==> src/rtl/cpu_bus_dma.sv <==
// cpu_bus_dma: CPU bus address decoder with a sprite-style DMA engine.
//
// The CPU request (cpu_addr/cpu_dout/cpu_wr_en) is forwarded to a shared target bus
// (bus_addr/bus_wdata) and decoded into one of four write strobes:
// RAM $0000-$1FFF, PPU $2000-$3FFF, IO $4000-$4017, CART $4020-$FFFF.
// $4018-$401F and the DMA trigger register read as 8'h00 and drop writes.
// Targets answer reads one cycle late, so the decoded region is registered
// and used to pick which *_dout feeds cpu_din.
//
// A CPU write to DMA_REG latches the written byte as a source page and starts
// a burst: ALIGN (one cycle, plus one if the parity bit is odd), then
// DMA_LEN READ/WRITE pairs copying {page, idx} to DMA_DEST. The CPU is
// stalled (cpu_ready low) and its write enable ignored for the whole burst.
//
// Ports:
//   cpu_clock, reset_n           clock, asynchronous active-low reset
//   cpu_addr/cpu_dout/cpu_wr_en  CPU request;  cpu_din  read data to CPU
//   ext_ready / cpu_ready        external ready in; ready to CPU out
//   dma_active                   burst in progress
//   bus_addr/bus_wdata           shared target address / write data
//   *_wr_en / *_dout             per-region write strobes / read data
module cpu_bus_dma #(
  parameter int unsigned RAM_AW   = 11,
  parameter int unsigned DMA_LEN  = 256,
  parameter logic [15:0] DMA_REG  = 16'h4014,
  parameter logic [15:0] DMA_DEST = 16'h2004
) (
  input  logic        cpu_clock,
  input  logic        reset_n,
  input  logic [15:0] cpu_addr,
  input  logic [7:0]  cpu_dout,
  input  logic        cpu_wr_en,
  output logic [7:0]  cpu_din,
  input  logic        ext_ready,
  output logic        cpu_ready,
  output logic        dma_active,
  output logic [15:0] bus_addr,
  output logic [7:0]  bus_wdata,
  output logic        ram_wr_en,
  output logic        ppu_wr_en,
  output logic        io_wr_en,
  output logic        cart_wr_en,
  input  logic [7:0]  ram_dout,
  input  logic [7:0]  ppu_dout,
  input  logic [7:0]  io_dout,
  input  logic [7:0]  cart_dout
);

  // The RAM offset is bus_addr[RAM_AW-1:0]; the RAM window is 8 KiB.
  if (RAM_AW == 0 || RAM_AW > 13) begin : g_ram_aw_check
    $error("RAM_AW must be in 1..13");
  end
  if (DMA_LEN == 0 || DMA_LEN > 256) begin : g_dma_len_check
    $error("DMA_LEN must be in 1..256");
  end

  localparam logic [8:0] LastIdx = 9'(DMA_LEN - 1);

  typedef enum logic [1:0] {
    StIdle,
    StAlign,
    StRead,
    StWrite
  } dma_state_e;

  typedef enum logic [2:0] {
    RgnRam,
    RgnPpu,
    RgnIo,
    RgnCart,
    RgnNone
  } region_e;

  dma_state_e state_q, state_d;
  logic [7:0] idx_q, idx_d;
  logic [7:0] page_q, page_d;
  logic       parity_q, parity_d;
  region_e    region_q, region_d;

  logic [7:0] rd_data;
  logic       trigger;
  logic       last_idx;
  logic       bus_wr;
  logic       strobe_en;

  assign dma_active = (state_q != StIdle);
  assign cpu_ready  = ext_ready & ~dma_active;
  assign trigger    = ~dma_active & cpu_wr_en & (cpu_addr == DMA_REG);
  assign last_idx   = ({1'b0, idx_q} == LastIdx);

  // Read data of whichever region was addressed in the previous cycle.
  always_comb begin
    rd_data = 8'h00;
    unique case (region_q)
      RgnRam:  rd_data = ram_dout;
      RgnPpu:  rd_data = ppu_dout;
      RgnIo:   rd_data = io_dout;
      RgnCart: rd_data = cart_dout;
      default: rd_data = 8'h00;
    endcase
  end

  assign cpu_din = rd_data;

  // Bus mux: the CPU owns the bus only while idle.
  always_comb begin
    bus_addr  = cpu_addr;
    bus_wdata = cpu_dout;
    unique case (state_q)
      StIdle: begin
        bus_addr  = cpu_addr;
        bus_wdata = cpu_dout;
      end
      StAlign, StRead: begin
        bus_addr  = {page_q, idx_q};
        bus_wdata = rd_data;
      end
      StWrite: begin
        bus_addr  = DMA_DEST;
        bus_wdata = rd_data;
      end
      default: begin
        bus_addr  = cpu_addr;
        bus_wdata = cpu_dout;
      end
    endcase
  end

  // Address decode. The trigger register is checked first so that it never
  // aliases into the IO strobe or read path.
  always_comb begin
    region_d = RgnCart;
    if (bus_addr == DMA_REG) begin
      region_d = RgnNone;
    end else if (bus_addr < 16'h2000) begin
      region_d = RgnRam;
    end else if (bus_addr < 16'h4000) begin
      region_d = RgnPpu;
    end else if (bus_addr < 16'h4018) begin
      region_d = RgnIo;
    end else if (bus_addr < 16'h4020) begin
      region_d = RgnNone;
    end
  end

  // CPU writes are ignored during a burst; DMA writes only in StWrite.
  // reset_n gates the strobes so they drop the instant reset asserts.
  assign bus_wr    = dma_active ? (state_q == StWrite) : cpu_wr_en;
  assign strobe_en = bus_wr & reset_n;

  assign ram_wr_en  = strobe_en & (region_d == RgnRam);
  assign ppu_wr_en  = strobe_en & (region_d == RgnPpu);
  assign io_wr_en   = strobe_en & (region_d == RgnIo);
  assign cart_wr_en = strobe_en & (region_d == RgnCart);

  assign parity_d = ~parity_q;

  always_comb begin
    state_d = state_q;
    idx_d   = idx_q;
    page_d  = page_q;
    unique case (state_q)
      StIdle: begin
        if (trigger) begin
          page_d  = cpu_dout;
          idx_d   = 8'h00;
          state_d = StAlign;
        end
      end
      // An odd parity cycle is followed by an even one, so waiting for even
      // parity yields one or two ALIGN cycles.
      StAlign: begin
        if (!parity_q) begin
          state_d = StRead;
        end
      end
      StRead: begin
        state_d = StWrite;
      end
      StWrite: begin
        idx_d   = idx_q + 8'd1;
        state_d = last_idx ? StIdle : StRead;
      end
      default: begin
        state_d = StIdle;
      end
    endcase
  end

  always_ff @(posedge cpu_clock or negedge reset_n) begin
    if (!reset_n) begin
      state_q  <= StIdle;
      idx_q    <= 8'h00;
      page_q   <= 8'h00;
      parity_q <= 1'b0;
      region_q <= RgnRam;
    end else begin
      state_q  <= state_d;
      idx_q    <= idx_d;
      page_q   <= page_d;
      parity_q <= parity_d;
      region_q <= region_d;
    end
  end

endmodule

==> config.mk <==
export PLATFORM = sky130hd
export DESIGN_NAME = cpu_bus_dma
export DESIGN_NICKNAME = d
export VERILOG_FILES = /design/src/rtl/cpu_bus_dma.sv
export SDC_FILE = /design/constraint.sdc
export NUM_CORES = 1
export LEC_CHECK = 0
export BUFFER_PORTS_ARGS = -buffer_cell sky130_fd_sc_hd__buf_4
export CAP_MARGIN = 20
export CORE_AREA = 2 2 89 91
export CTS_CLUSTER_DIAMETER = 100
export DETAILED_ROUTE_END_ITERATION = 10
export DIE_AREA = 0 0 91 93
export PLACE_DENSITY_LB_ADDON = 0.25
export SYNTH_ARGS = -nofsm -noshare
export SYNTH_HDL_FRONTEND = slang
export SYNTH_SLANG_ARGS = --single-unit
==> constraint.sdc <==
create_clock -name cpu_clock -period 2.4 [get_ports cpu_clock]
set_clock_uncertainty 0.15 [all_clocks]
set_input_delay 0.48 -clock cpu_clock [delete_from_list [all_inputs] [get_ports cpu_clock]]
set_output_delay 0.48 -clock cpu_clock [all_outputs]
set_load 0.01 [all_outputs]
After elaboration in Yosys (flattened, before gate mapping). Index checks and enable logic that the tools add are counted.

Flip-flop bits (word level): 22. Input bits: 60. Output and inout port bits: 38. Word-level logic and storage cells: 59.

$add $sub $neg: 1. Magnitude comparators: 4. Eq/ne operators: 14. Multiplexer cells: 15. Bitwise operators: 10. Reduce and logical (&&, ||, !) cells: 10.

Operators by type and width (count): $lt A16 B15 Y1 const B (3); $pmux W16 S3 (1); $eq A16 B15 Y1 const B (2); $pmux W8 S2 (2); $pmux W8 S4 (1); $lt A16 B14 Y1 const B (1); $mux W3 (5); $eq A3 B2 Y1 const B (4); $add A8 B1 Y8 const B (1); $and A1 B1 Y1 (8); $eq A8 B8 Y1 const B (1); $mux W8 (1); $pmux W2 S4 (1); $eq A3 B1 Y1 const B (2); $logic_not A3 Y1 (2); $mux W2 (3); $reduce_and A2 Y1 (3); $eq A2 B2 Y1 const B (2); $ne A2 B2 Y1 const B (2); $reduce_bool A2 Y1 (2); $reduce_or A3 Y1 (1); $eq A2 B1 Y1 const B (1); $logic_not A2 Y1 (1); $not A1 Y1 (2); 2 further kinds (2).

Longest topological paths before layout. Gate-level depths: netlist of run 1.

Depth in word-level cells: 11. Gate-level depth with buffers: 9. Depth with buffers taken out: 7.

Worst setup path after synthesis of run 1. Ideal clock, no wire load.

Path type: reg-to-output. Start point: register state_q[0]. End point: output io_wr_en. Data arrival time: 1913 ps. Required time: 1770 ps. Slack: -143 ps. Cell stages (with the launch flop): 8. Path buffers: 0. Path through: dfrtp_1 inv_1 ha_1 nand2_1 o21ai_1 and4bb_1 or3b_4 a2111oi_4.

Word-level cells in the longest chain between the ends: 11. Elaborated cells on any way between the ends: 21. Classes of those cells: order compare (4); eq/ne (5); mux (7); bitwise (2); reduce/logical (3).

RTL lines: start: declaration (line 74) `dma_state_e state_q, state_d;`; start signal: assignment (line 192) `state_q <= StIdle;`; start signal: assignment (line 198) `state_q <= state_d;`; $eq A2 B1 Y1 or $eq A2 B2 Y1 (tied branches) (line 109) `unique case (state_q)`; $reduce_or A2 Y1 (line 109); $pmux W16 S3 (*) (line 109); net bus_addr[1] (line 37) `output logic [15:0] bus_addr,`; $lt A16 B15 Y1 (line 141) `end else if (bus_addr < 16'h4020) begin`; $mux W3 (line 141); $mux W3 (line 139) `end else if (bus_addr < 16'h4018) begin`; $mux W3 (line 137) `end else if (bus_addr < 16'h4000) begin`; $mux W3 (line 135) `end else if (bus_addr < 16'h2000) begin`; $mux W3 (*) (line 133) `if (bus_addr == DMA_REG) begin`; $eq A3 B2 Y1 (*) (line 153) `assign io_wr_en = strobe_en & (region_d == RgnIo);`; $and A1 B1 Y1 (*) (line 153); end: declaration (line 41) `output logic io_wr_en,`.

Mark *: on every way through the listed nets, which the timed path passes. The rest lies on a longest branch.

Final worst setup path of run 1.
Start point: register state_q[0]. End point: output io_wr_en.

Word-level cells in the longest chain between the ends: 11. Elaborated cells on any way between the ends: 21. Classes of those cells: order compare (4); eq/ne (5); mux (7); bitwise (2); reduce/logical (3).

RTL lines (line): $eq A2 B1 Y1 or $eq A2 B2 Y1 (tied branches) (109); $reduce_or A2 Y1 (109); $pmux W16 S3 (109); $lt A16 B15 Y1 (141); $mux W3 (141); $mux W3 (139); $mux W3 (137); $mux W3 (135); $mux W3 (133); $eq A3 B2 Y1 (153); $and A1 B1 Y1 (*) (153).

Mark *: on every way between the ends. The rest lies on a longest branch, timed or not.

==> impl_metrics.ini, run 1 <==
[outcome]
status = finished, violations left
violated_checks = negative setup slack

[timing]
setup_slack_ns = -0.451
max_clock_freq_mhz = 351
report.final.setup_viol = 14
final_hold_viol_count = 0
slew_of_the_pin_with_the_lowest_slew_margin_ns = 0.714
final.setup.tns_ns = -1.98
worst_hold_slack_ns = 0.0833
final_cycle_share_pct = 119
max_slew_margin_pct = 52.4
maxSlewViolCount = 0
post-route-min-period_ns = 2.85
unrepaired_setup_endpoints_after_global_routing = true

[global_route]
grt_overflow = 0
antenna_found_initial = 0
grt_pass1_wl_um = 10200
grt_start_max_net_pins = 23
global_route.usage.total_pct = 14.8
grt_pass1_vias = 2115

[placed_design]
globalplace.congestion = 0.800
place.port_buffers = 97
hpwlAfterDp_um = 5010
post_dp_cell_area_um2 = 3000

[worst_setup_path]
rr_startpoint = state_q[0]$_DFFE_PN0P_
path_class = flop to primary output
max_stage_delay_ns = 0.42
timing.critical_path.cells = inv_2, ha_4, buf_4, buf_8, o21ai_2, o21ai_2, or3b_4, a2111oi_4, buf_4
r2r_setup_slack_ns = 0.11
start_kind = flop
worstPathMaxFanout = 7
worstSetupStartpoint = state_q[0]$_DFFE_PN0P_
cp.required_ns = 1.77
worstSetupEndpointType = primary output
cp_slowest_cell = sky130_fd_sc_hd__or3b_4
arrival_ns = 2.22

[worst_hold_path]
worst_hold_path_type = primary input to asynchronous set/reset pin

[final_layout]
final_net_count = 424
final_cell_area_um2 = 3450
area_growth_syn_to_layout_pct = 80.9
most-common-layout-cells = sky130_fd_sc_hd__buf_4 (127), sky130_fd_sc_hd__nand2_1 (48), sky130_fd_sc_hd__dfrtp_1 (22)
fin_util_pct = 45.8
layout_commonest_cell = sky130_fd_sc_hd__buf_4
post_route_cells_drive_above_1_share_pct = 57.0
insertedDiodeCount = 0

[flow_run]
timing.max_cap.violations = 0

[clocking]
clock_slew_seen_by_the_registers_of_the_worst_setup_and_hold_paths_ns = 0.08
inserted_clock_buffers = 3
root_buffer = sky130_fd_sc_hd__clkbuf_8
tritoncts = done
clock_sinks = 22
ctsLongestPathBuffers = 2
cts-htree-levels = 1
clkLatencyLatePin_ns = 0.27
cts_hold_buffers = 0

[floorplanning]
io_pins = 98
floorplan.initialDensity_pct = 25.3
fp.dieArea_um2 = 8460
core.rowCount = 32
core_area_um2 = 7530
die_wd_um = 91
chip_height_um = 93

[synthesis]
synth.ff_latch_count = 22
yosys.cell_types.count = 41
post_synth_inst_count = 219
synth_nets = 284
synth_warnings = 0
synth.largest_area_cell = sky130_fd_sc_hd__dfrtp_1
yosys.area.top_type_share_pct = 28.9
syn_avg_cell_area_um2 = 8.70
asyncSetResetFlopFracSynth_pct = 100
synthesis.area_um2 = 1900
ys_dominant_reg_cell = sky130_fd_sc_hd__dfrtp_1
number_of_enable_type_register_cells_in_the_synthesized_netlist = 0
portion_of_the_post_synthesis_area_used_by_sequential_elements_pct = 28.9
synth_area_leaders = sky130_fd_sc_hd__dfrtp_1 (29%), sky130_fd_sc_hd__nand2_1 (9.7%), sky130_fd_sc_hd__mux4_2 (9.5%)

[power]
static-leakage-power_uw = 0.00167
design_power_total_uw = 4450
maximum_vdd_drop_uv = 597
power_density_nw_per_um2 = 1290

[routing]
avgRoutedWirePerCell_um = 14.2
routed_via_density = 4.67
antenna_violating_nets_post_route = 0
routed_wl_um = 6530
detail_route.iter0.violations = 88
remaining_drc_errors = 0
drt_pre_antenna_iters = 4
dr_total_vias = 2149
## synth_stat cells (5+ instances only)
cell and instances:
sky130_fd_sc_hd__nand2_1 49, sky130_fd_sc_hd__dfrtp_1 22, sky130_fd_sc_hd__o21ai_0 18, sky130_fd_sc_hd__nand3_1 11, sky130_fd_sc_hd__nor2b_1 9, sky130_fd_sc_hd__o21ai_1 9, sky130_fd_sc_hd__mux2_1 8, sky130_fd_sc_hd__mux2_2 8
sky130_fd_sc_hd__mux4_2 8, sky130_fd_sc_hd__a21oi_1 7, sky130_fd_sc_hd__clkbuf_1 5, sky130_fd_sc_hd__ha_1 5, sky130_fd_sc_hd__nor2_1 5
## sequential cells by signal, indices dropped and copies added (netlist names)
register  cells
page_q        8
state_q       2
parity_q      1
idx_q         8
region_q      3
## power breakdown
group	switching (µW)	internal (µW)	leakage [µW]
clock	127	223	0.0000357
combinational	1510	2000	0.00135
sequential	109	476	0.000282
total	1750	2700	0.00167
## path summary, 6_finish.rpt
check                                         to  cells past startpoint
setup / recovery                        io_wr_en                      9
hold / removal              idx_q[3]$_DFFE_PN0P_                      2
setup reg to reg           page_q[4]$_DFFE_PN0P_                      8
hold reg to reg               parity_q$_DFF_PN0_                      1
max in group asynchronous   idx_q[5]$_DFFE_PN0P_                      2
min in group cpu_clock        parity_q$_DFF_PN0_                      1
## per-stage QoR
step	setup WS (ns)	cells
floorplan	-0.115	219
global placement	-0.205	440
detailed placement	-0.230	440
CTS	-0.438	453
global route	-0.546	460
finish	-0.451	460
## final cells by class
class / instances / area (µm²)
sequential: 22 / 551
clock inverter: 1 / 30.0
timing repair buffer: 151 / 1290
fill: 754 / 4080
clock buffer: 3 / 41.3
tap: 102 / 128
multi-input combinational: 176 / 1390
inverter: 5 / 21.3
## layer usage
| layer | routed length (µm) | global-route usage, % | up-vias |
|---|---|---|---|
| met4 | 95 | 4.04 | 0 |
| met5 | 0 | 0 | - |
| met1 | 3100 | 20.8 | 1005 |
| li1 | - | - | 1063 |
| met2 | 3010 | 24.0 | 72 |
| met3 | 317 | 2.10 | 9 |
## timing repair
action / in CTS / in global routing
gates cloned: 0 / 1
setup endpoints to repair: 26 / 35
pin swaps: 8 / 6
gates resized for setup: 25 / 52
buffers inserted: 9 / 6
## logic make-up (layout without fill, tap and decap cells)
kind of cell / Yosys count / after routing / share of synthesized area [%]
compound gates: 47 / 47 / 15.4
fa+ha+maj: 5 / 5 / 3.29
buf+inv: 21 / 160 / 6.57
flops: 22 / 22 / 28.9
mux: 24 / 24 / 18.9
simple gates: 100 / 100 / 26.9
## worst max-delay path, delay by kind of cell (launching register included)
kind	cells	cell delay (ns)
buffers and inverters	4	0.47
AO/OA/AOI/OAI	3	0.39
adder cells (fa/ha/maj)	1	0.30
AND/OR/NAND/NOR	1	0.42
flip-flops	1	0.37
(Power assumes the default switching activity.)
==> inputs of run 2 (changes only) <==
- ABC_AREA: not set -> 1
- CORE_AREA: 2 2 89 91 -> 2 2 92 94
- DIE_AREA: 0 0 91 93 -> 0 0 94 96
- GPL_TIMING_DRIVEN: not set -> 0
==> impl_metrics.ini, run 2 <==
[placed_design]
hpwlAfterDp_um = 5720
globalplace.congestion = 0.821
numPlacedInstances = 525
place.port_buffers = 97

[synthesis]
synth.ff_latch_count = 22
yosysMostFrequentCell = sky130_fd_sc_hd__nand2_1
syn_avg_cell_area_um2 = 6.29
yosys.cell_types.count = 32
ys_dominant_reg_cell = sky130_fd_sc_hd__dfrtp_1
number_of_enable_type_register_cells_in_the_synthesized_netlist = 0
portion_of_the_post_synthesis_area_used_by_sequential_elements_pct = 27.1
synth_nets = 388
synth_warnings = 0
post_synth_inst_count = 323
ys_top_cells_by_count = sky130_fd_sc_hd__nand2_1 (107), sky130_fd_sc_hd__inv_1 (52), sky130_fd_sc_hd__nand3_1 (28)
synthesis.area_um2 = 2030
synth.largest_area_cell = sky130_fd_sc_hd__dfrtp_1
synth_area_leaders = sky130_fd_sc_hd__dfrtp_1 (27%), sky130_fd_sc_hd__nand2_1 (20%), sky130_fd_sc_hd__inv_1 (9.6%)
asyncSetResetFlopFracSynth_pct = 100
yosys.area.top_type_share_pct = 27.1

[floorplanning]
io_pins = 98
fp.dieArea_um2 = 9020
core_area_um2 = 8050
die_wd_um = 94
core.rowCount = 33
chip_height_um = 96
floorplan.initialDensity_pct = 25.2

[timing]
setup_slack_ns = -0.313
worst_hold_slack_ns = 0.281
unrepaired_setup_endpoints_after_global_routing = true
max_clock_freq_mhz = 369
maxSlewViolCount = 0
final_hold_viol_count = 0
max_slew_margin_pct = 69.2
report.final.setup_viol = 5
post-route-min-period_ns = 2.71
final_cycle_share_pct = 113
slew_of_the_pin_with_the_lowest_slew_margin_ns = 0.458

[clocking]
clock_slew_seen_by_the_registers_of_the_worst_setup_and_hold_paths_ns = 0.09
clkLatencyLatePin_ns = 0.27
clock_sinks = 22
cts-htree-levels = 1
inserted_clock_buffers = 3
root_buffer = sky130_fd_sc_hd__clkbuf_8
tritoncts = done
ctsLongestPathBuffers = 2

[flow_run]
timing.max_cap.violations = 0

[routing]
routed_via_density = 4.67
routed_wl_um = 7620
detail_route.iter0.violations = 96
dr_total_vias = 2641
antenna_violating_nets_post_route = 0
remaining_drc_errors = 0
avgRoutedWirePerCell_um = 13.5
drt_pre_antenna_iters = 4

[final_layout]
area_growth_syn_to_layout_pct = 73.4
instances_no_fill = 565
multiInputGateArea_um2 = 1340
top_regs = idx_q x8, page_q x8, region_q x3
most-common-layout-cells = sky130_fd_sc_hd__buf_4 (130), sky130_fd_sc_hd__nand2_1 (89), sky130_fd_sc_hd__inv_1 (45)
regArea_um2 = 551
insertedDiodeCount = 0
post_route_cells_drive_above_1_share_pct = 44.3
layout_commonest_cell = sky130_fd_sc_hd__buf_4
num-fill-cells = 848
final_net_count = 526

[global_route]
grt_overflow = 0
groute.layer.met3.usage_pct = 3.05
grt_start_max_net_pins = 24
grt_pass1_wl_um = 11600
grt.busiest_layer = met2
grt_pass1_vias = 2485
met1_global_route_usage_pct = 18.0
global_route.usage.total_pct = 16.2
antenna_found_initial = 0
gr-usage-met2_pct = 32.1

[power]
static-leakage-power_uw = 0.00195
maximum_vdd_drop_uv = 251
power_density_nw_per_um2 = 250

[worst_hold_path]
worst_hold_path_type = flop to flop

[worst_setup_path]
start_kind = flop
worstSetupEndpointType = primary output
cp.required_ns = 1.77
path_class = flop to primary output
arrival_ns = 2.08
worstPathMaxFanout = 7

[outcome]
violated_checks = negative setup slack
status = finished, violations left
run 2: layout make-up:
type	instances	area share (%)
clock inverters	1	0.853
flip-flops and latches	22	15.6
plain buffers	11	3.41
multi-input cells	231	37.9
inverters	57	6.57
well taps	105	3.73
clock buffers	3	1.17
repair buffers	135	30.7
run 2: kinds of logic after synthesis:
group | after synthesis | share of synthesized area [%]
simple gates | 186 | 40.9
xor+xnor | 3 | 1.29
buf+inv | 70 | 16.0
fa+ha+maj | 5 | 3.08
compound gates | 37 | 11.6
flops | 22 | 27.1
run 2: metal layers:
metal / up-vias / routed length, µm
li1: 1312 / -
met1: 1207 / 3030
met2: 112 / 3880
met3: 10 / 607
met4: 0 / 93
met5: - / 0
run 2: per-stage QoR:
step	utilization (%)	total power, µW	setup WS (ns)	TNS, ns	cell area [µm²]
2_1_floorplan	-	412	0.00809	0	2030
3_3_place_gp	35.9	527	-0.348	-1.10	2890
3_5_place_dp	35.9	528	-0.348	-1.37	2890
4_1_cts	41.1	887	-0.324	-1.23	3310
5_1_grt	43.7	918	-0.448	-1.60	3520
6_report	43.7	882	-0.313	-1.05	3520
run 2: worst paths after layout:
kind                                        startpoint                     end  slack [ns]  cells past startpoint
worst max register to register  state_q[1]$_DFFE_PN0P_   region_q[0]$_DFF_PN0_       -0.27                     20
min in group asynchronous                      reset_n   region_q[2]$_DFF_PN0_        0.61                      3
worst min register to register      parity_q$_DFF_PN0_      parity_q$_DFF_PN0_        0.28                      1
worst max-delay path            state_q[0]$_DFFE_PN0P_              cart_wr_en       -0.31                     14
max in group asynchronous                      reset_n  state_q[0]$_DFFE_PN0P_        1.34                      3
worst min-delay path                parity_q$_DFF_PN0_      parity_q$_DFF_PN0_        0.28                      1
run 2: timing repair:
item                       4_1_cts  5_1_grt
pin swaps                       15       10
setup endpoints to repair       20       14
setup buffers                   26        9
hold endpoints to repair        22       22
cloned                           1        0
gates resized for setup         38       33
run 2: critical path, stage by stage (launching register included):
cell and delay (ns):
sky130_fd_sc_hd__dfrtp_1 0.40, sky130_fd_sc_hd__inv_2 0.09, sky130_fd_sc_hd__ha_4 0.25, sky130_fd_sc_hd__buf_8 0.15, sky130_fd_sc_hd__nand2_2 0.06, sky130_fd_sc_hd__nand2_2 0.05
sky130_fd_sc_hd__nand2_2 0.06, sky130_fd_sc_hd__nand2_2 0.07, sky130_fd_sc_hd__nor2_4 0.17, sky130_fd_sc_hd__inv_2 0.05, sky130_fd_sc_hd__nor2_2 0.14, sky130_fd_sc_hd__nand2_4 0.07
sky130_fd_sc_hd__nand4_4 0.07, sky130_fd_sc_hd__nor2_1 0.05, sky130_fd_sc_hd__buf_4 0.14
run 2: power breakdown:
group	total [µW]	internal, µW	switching (µW)
clock network	354	223	131
registers	370	370	0
logic	158	93.6	64.2
total	882	687	195
